`src/rtl/mcdf_arbiter_rr.sv`:
```
// mcdf_arbiter_rr: N-channel priority packet arbiter with round-robin tie-break and per-packet grant hold.
//   Optional feature macro: ARB_RR_EN (defined = round-robin tie-break, undefined = lowest index wins ties).
//   clk_i/rstn_i        : clock, asynchronous active-low reset
//   slv_prio_i          : per-channel priority (0 = highest)
//   slv_pkglen_i        : per-channel packet-length code, beats = 1 << code
//   slv_data_i/req/val  : per-channel data, packet pending, data valid
//   a2s_ack_o           : per-channel beat ack (one-hot or zero)
//   f2a_id_req_i/ack_i  : formatter arbitration request, beat accept
//   a2f_val/id/data_o   : granted beat valid, channel id, data
//   a2f_pkglen_sel_o    : latched length code of the granted channel
//   a2f_busy_o          : grant active
module mcdf_arbiter_rr #(
    parameter int NCH = 4,
    parameter int DW  = 32,
    parameter int PRW = 2,
    parameter int PLW = 3,
    parameter int IDW = ($clog2(NCH) > 1) ? $clog2(NCH) : 1
) (
    input  logic               clk_i,
    input  logic               rstn_i,
    input  logic [NCH*PRW-1:0] slv_prio_i,
    input  logic [NCH*PLW-1:0] slv_pkglen_i,
    input  logic [NCH*DW-1:0]  slv_data_i,
    input  logic [NCH-1:0]     slv_req_i,
    input  logic [NCH-1:0]     slv_val_i,
    output logic [NCH-1:0]     a2s_ack_o,
    input  logic               f2a_id_req_i,
    input  logic               f2a_ack_i,
    output logic               a2f_val_o,
    output logic [IDW-1:0]     a2f_id_o,
    output logic [DW-1:0]      a2f_data_o,
    output logic [PLW-1:0]     a2f_pkglen_sel_o,
    output logic               a2f_busy_o
);
    // Wide enough to hold beats-1 for the largest length code without wrapping.
    localparam int CW = 2**PLW;

    typedef enum logic {IDLE, GRANT} state_t;

    state_t         state_q, state_d;
    logic [IDW-1:0] id_q, win;
    logic [PLW-1:0] len_q;
    logic [CW-1:0]  cnt_q;
    logic [PRW-1:0] best;
    logic           win_vld, grant, beat, last;
    int             c;
`ifdef ARB_RR_EN
    logic [IDW-1:0] rr_q;
`endif

    // Scan channels in tie-break order; only a strictly better priority displaces
    // the current candidate, so the first requester in scan order wins a tie.
    always_comb begin
        win     = '0;
        win_vld = 1'b0;
        best    = '1;
        c       = 0;
        for (int i = 0; i < NCH; i++) begin
`ifdef ARB_RR_EN
            c = int'(rr_q) + 1 + i;
            if (c >= NCH) c = c - NCH;
`else
            c = i;
`endif
            if (slv_req_i[c] && (!win_vld || slv_prio_i[c*PRW +: PRW] < best)) begin
                win_vld = 1'b1;
                best    = slv_prio_i[c*PRW +: PRW];
                win     = IDW'(c);
            end
        end
    end

    assign grant = (state_q == IDLE) && f2a_id_req_i && win_vld;
    assign beat  = a2f_val_o && f2a_ack_i;
    assign last  = cnt_q == ((CW'(1) << len_q) - CW'(1));

    always_ff @(posedge clk_i or negedge rstn_i) begin
        if (!rstn_i) state_q <= IDLE;
        else         state_q <= state_d;
    end

    always_comb begin
        state_d = state_q;
        if (state_q == IDLE) state_d = grant ? GRANT : IDLE;
        else                 state_d = (beat && last) ? IDLE : GRANT;
    end

    always_ff @(posedge clk_i or negedge rstn_i) begin
        if (!rstn_i) begin
            id_q  <= '0;
            len_q <= '0;
            cnt_q <= '0;
        end else if (grant) begin
            id_q  <= win;
            len_q <= slv_pkglen_i[int'(win)*PLW +: PLW];
            cnt_q <= '0;
        end else if (beat) begin
            cnt_q <= last ? '0 : cnt_q + CW'(1);
        end
    end

`ifdef ARB_RR_EN
    always_ff @(posedge clk_i or negedge rstn_i) begin
        if (!rstn_i)    rr_q <= IDW'(NCH-1);
        else if (grant) rr_q <= win;
    end
`endif

    always_comb begin
        a2f_busy_o       = state_q == GRANT;
        a2f_id_o         = id_q;
        a2f_pkglen_sel_o = len_q;
        a2f_val_o        = a2f_busy_o ? slv_val_i[id_q] : 1'b0;
        a2f_data_o       = a2f_busy_o ? slv_data_i[int'(id_q)*DW +: DW] : '0;
        a2s_ack_o        = (a2f_busy_o && f2a_ack_i) ? (NCH'(1) << id_q) : '0;
    end
endmodule

```
`config.mk`:
```
export PLATFORM = sky130hd
export DESIGN_NAME = mcdf_arbiter_rr
export DESIGN_NICKNAME = d
export VERILOG_FILES = /design/src/rtl/mcdf_arbiter_rr.sv
export SDC_FILE = /design/constraint.sdc
export NUM_CORES = 1
export LEC_CHECK = 0
export CORE_AREA = 4 4 77 79
export DETAILED_ROUTE_END_ITERATION = 10
export DIE_AREA = 0 0 81 83
export DONT_BUFFER_PORTS = 1
export GPL_TIMING_DRIVEN = 0
export SLEW_MARGIN = 20
export SYNTH_ARGS = -nofsm -noshare
export SYNTH_HDL_FRONTEND = slang
export SYNTH_SLANG_ARGS = --single-unit
```
`constraint.sdc`:
```
create_clock -name clk_i -period 3.3 [get_ports clk_i]
set_clock_uncertainty 0.1 [all_clocks]
set_input_delay 0.825 -clock clk_i [delete_from_list [all_inputs] [get_ports clk_i]]
set_output_delay 0.825 -clock clk_i [all_outputs]
set_load 0.01 [all_outputs]
```
# After elaboration in Yosys (flattened, before gate mapping)
# Cells that the tools add are included.
# classes
add_sub_neg	2
n_mul	1
order_cmp	4
n_eq_ne	1
n_shift	4
mux	21
bitwise	1
n_reduce_logical	15
# ops
operator	n
$shiftx 128x8->32	1
$mux 32	1
$mux 8	3
$shiftx 12x5->3	1
$mux 1	10
$mux 2	5
$add 8x1->8 const B	1
$eq 8x8->1	1
$logic_and 1x1->1	8
$shl 1x3->8 const A	1
$sub 8x1->8 const B	1
$lt 2x2->1	3
$mul 2x2->4 const B	1
$mux 4	1
$shl 1x2->4 const A	1
$logic_not 1->1	3
$logic_or 1x1->1	3
$lt 2x3->1 const B	1
$bmux 1 s2	1
$reduce_bool 2->1	1
$not 1->1	1
# totals
ff_bits	14
input_bits	160
output_inout_bits	43
word_cells	53

# Longest topological paths before layout
# logic_depth
depth_word	16
depth_mapped	14
mapped_depth_nobuf	14

# Worst setup path after synthesis
# No wires, ideal clock.
# synth_path
path_type	input -> register
start	input port slv_req_i[1]
end	register len_q[0] (netlist: a2f_pkglen_sel_o[0])
setup_time_ps	126
arrival_time_ps	3557
required_ps	3074
slack_ps	-483
stages	13
path_buffers	0
cell_sequence	inv_1 > o22ai_1 > ha_1 > or3b_2 > o21ai_1 > nand2_1 > o21a_1 > ha_1 > and3_4 > a41o_1 > nor3_4 > nor2b_2 > a221o_1
# synth_between
elab_chain_cells	12
elab_cells_between_ends	20
cone_classes	1 x mul; 2 x order compare; 1 x shift; 8 x mux; 8 x reduce/logical
# synth_lines
element	line	source
from (decl)	24	input logic [NCH-1:0] slv_req_i,
$logic_and 1x1->1 (*)	65	if (slv_req_i[c] && (!win_vld || slv_prio_i[c*PRW +: PRW] < best)) begin
$mux 2 / $mux 1 (equally long branches)	65	
$lt 2x2->1 / $logic_not 1->1 (equally long branches)	65	
$logic_or 1x1->1	65	
$logic_and 1x1->1	65	
$mux 2 / $mux 1 (equally long branches)	65	
$lt 2x2->1 / $logic_not 1->1 (equally long branches)	65	
$logic_or 1x1->1	65	
$logic_and 1x1->1	65	
$mux 2	65	
$mul 2x2->4	95	len_q <= slv_pkglen_i[int'(win)*PLW +: PLW];
$shiftx 12x5->3	95	
to (signal assigned)	95	
to (decl)	42	logic [PLW-1:0] len_q;
# Mark *: on every way between the ends. The rest lies on a longest branch, timed or not.
# A chain may end at the register's enable or synchronous reset.

# Worst setup path in the final report
# layout_path
start	input port slv_req_i[1]
end	register len_q[1] (netlist: a2f_pkglen_sel_o[1])
# Same word-level chain as after synthesis.

==> run_results.csv <==
group,metric,value,unit
power,p_per_area,803.9,mW/mm²
worst_setup_path,startpoint_type,"input pin",
global_routing,top_usage_layer,"met2",
floorplan,core,0.005338,mm²
floorplan,die_area,0.006723,mm²
global_routing,grt_usage,21.81,%
floorplan,fp-row-count,27,
worst_setup_path,path_class,"in -> reg",
worst_setup_path,worstPathArrival,3.22,ns
cts,cts_buffer_depth,2,
synth,synth_top_area_cell,"mux4_2",
cts,cts_tree,"done",
synth,synth_seq_area_share,16.41,%
timing,post-route-period-util,96.71,%
power,p_leak,0.8767,nW
worst_setup_path,cpMaxStageDelayCell,"or3b_4",
worst_setup_path,crit_start,"slv_req_i[1]",
worst_setup_path,r2r_slack,0.66,ns
placed_design,dp.final_hpwl,6.632,mm
synth,synth_edf_count,0,
drt,totalWireLength,7.686,mm
synth,synth_common_cells,"34 x and2_1, 33 x mux4_2, 14 x dfrtp_1, 14 x nor2_1, 13 x nand2_1",
global_routing,grt_pass1_wl,11.30,mm
timing,slew-limit-headroom,58.69,%
global_routing,gr-usage-met2,35.92,%
layout,syn_to_final_growth,12.02,%
synth,synth.distinct_cells,45,
global_routing,grt_max_degree,15,
layout,seqCellArea,350.3,µm²
cts,h-tree-depth,1,
worst_setup_path,critPathTopFamily,"compound AO/OA/AOI/OAI gates",
timing,rsz0062_at_grt,"true",
power,vdd_drop_max,0.4042,mV
worst_setup_path,r2r_start,"a2f_id_o[1]$_DFFE_PN0P_",
layout,final_layout_size_suffix_gt1_share,29.73,%
global_routing,grt_util_met3,10.20,%
cts,ctsHoldBuffers,0,
timing,worstMarginPinSlew,0.6156,ns
hold_path,hold_path_class,"in -> async",
worst_setup_path,critPathCaptureType,"flip-flop",
global_routing,grt_use_met1,25.83,%
floorplan,io_pins,203,
drt,drtIter0Drc,61,
layout,layout.nets,386,
synth,ys.flop_type,"dfrtp_1",
synth,synth_cells,213,
synth,synth_top_area_share,34.82,%
drt,vias_per_cell,6.503,
drt,first_pass_iters,4,
worst_setup_path,crit_buf_inv,2,
floorplan,die_h,83,µm
placed_design,portBuffers,0,
floorplan,start_util,39.99,%
synth,ys_seq_elements,14,
synth,synth_nets,376,
cts,numCtsBuffers,3,
worst_setup_path,crit_fanout,8,
drt,drtAntennaViolNets,0,
layout,multi_input_area,0.001744,mm²
cts,clock_latency,0.24,ns
worst_setup_path,max_stage_delay,0.40,ns
global_routing,antenna_found_initial,4,
synth,synth_area,0.002135,mm²
synth,ys_warn_count,0,
run,max_cap_viol_count,0,
drt,drc_errors,0,
global_routing,grt_pass1_vias,2082,
timing,final_max_slew_viol_count,0,
timing,setup_tns,0,ns
worst_setup_path,path_cells,"inv_12 > o22ai_4 > ha_2 > or3b_4 > o21ai_4 > nand2_1 > o21a_1 > ha_4 > nand4b_1 > a21oi_2 > nor3_4 > buf_4 > a22o_1 > a221o_1",
drt,wl_per_cell,25.97,µm
floorplan,die_w,81,µm
placed_design,place_congestion,0.8565,
outcome,status,"finished clean",
worst_setup_path,cp_data_required_time,3.33,ns
timing,hold_viol,0,
timing,fmax,0.3133,GHz
cts,cts.clk_slew.worst_paths,0.06,ns
timing,period_needed,3.191,ns
cts,cts.sinks,14,
timing,setup_viol,0,
synth,yosysMostFrequentCell,"and2_1",
layout,nFillCells,535,
synth,synth.avg_cell_area,10.02,µm²
synth,async_flop_share,100.0,%
power,p_total,1.922,mW
synth,synthTopCellsByArea,"mux4_2 35%, dfrtp_1 16%, and2_1 10%",
drt,vias,1925,
cts,clock-root-buffer,"clkbuf_8",
global_routing,overflow,0,
-- worst paths after layout --
check,endpoint,depth (start not counted)
setup / recovery,a2f_pkglen_sel_o[1]$_DFFE_PN0P_,14
hold / removal,cnt_q[4]$_DFFE_PN0P_,0
setup reg to reg,cnt_q[5]$_DFFE_PN0P_,8
hold reg to reg,cnt_q[7]$_DFFE_PN0P_,2
max in group asynchronous,a2f_pkglen_sel_o[2]$_DFFE_PN0P_,0
min in group clk_i,cnt_q[7]$_DFFE_PN0P_,2
-- metrics by stage --
step | cells | setup WS, ns | util (%) | hold WS [ns] | instance area, µm²
after detailed placement | 285 | -0.3412 | 42.62 | 0.4297 | 2275
after global placement | 285 | -0.3297 | 42.62 | 0.4298 | 2275
after global routing | 295 | -0.03283 | 44.75 | 0.1578 | 2389
final | 296 | 0.1086 | 44.80 | 0.1723 | 2391
after floorplan | 213 | -0.07551 | - | 0.4107 | 2185
after CTS | 293 | 0.04286 | 44.47 | 0.1649 | 2374
-- layer usage --
metal / up-vias / share of wire, % / wire, µm
li1: 851 / - / -
met1: 943 / 37 / 2817
met2: 115 / 49 / 3789
met3: 12 / 13 / 962
met4: 4 / 1.2 / 95
met5: - / 0.27 / 21
-- power by group --
group          switching (mW)  internal [mW]
Sequential             0.0823          0.228
Clock                  0.0617          0.106
Combinational           0.769          0.675
-- what timing repair did --
item                                   4_1_cts  5_1_grt
endpoints found under the hold margin        0        0
gates resized for setup                      2        3
setup endpoints to repair                    9        4
setup buffers                                4        1
pin swaps                                    3        2
-- cell usage in the layout, fill, tap and decap left out, types with 2 or more instances in the layout --
| master | count |
|---|---|
| clkbuf_1 | 10 |
| and4_1 | 2 |
| mux4_2 | 33 |
| o21a_1 | 3 |
| nand2b_1 | 4 |
| buf_4 | 6 |
| a22o_1 | 3 |
| nor2_1 | 14 |
| o211ai_1 | 3 |
| nand4_1 | 5 |
| clkbuf_8 | 4 |
| nand2_1 | 13 |
| and4b_1 | 2 |
| a21oi_1 | 6 |
| inv_1 | 2 |
| or3b_2 | 2 |
| a221o_1 | 3 |
| or2_2 | 2 |
| nor2b_1 | 2 |
| xnor2_1 | 3 |
| nor3_1 | 5 |
| nand3b_1 | 2 |
| o41ai_1 | 3 |
| xor2_1 | 4 |
| and2_1 | 34 |
| diode_2 | 2 |
| mux2i_1 | 3 |
| buf_2 | 5 |
| nand3_1 | 2 |
| dfrtp_1 | 14 |
| o21ai_0 | 3 |
-- kinds of logic after synthesis --
group	count (synthesis)	synth area share (%)
buffers and inverters	22	4.279
AOI/OAI and AO/OA	35	11.84
muxes	36	36.23
xor gates and xnor gates	7	2.872
DFF	14	16.41
adders and majority gates	3	1.759
and+or+nand+nor	96	26.61
-- state kept, by name (all words and copies together), names as in the netlist --
| name | cells |
|---|---|
| cnt_q | 8 |
| a2f_pkglen_sel_o | 3 |
| a2f_id_o | 2 |
| a2f_busy_o | 1 |
-- cell type report --
class	instances	share of cell area (%)
diodes	2	0.2093
well taps	72	3.768
clock buffers	4	2.302
inverters	4	1.256
flip-flops and latches	14	14.65
repair buffers	5	1.570
multi-input cells	177	72.95
plain buffers	18	3.297
(Power assumes the default switching activity.)
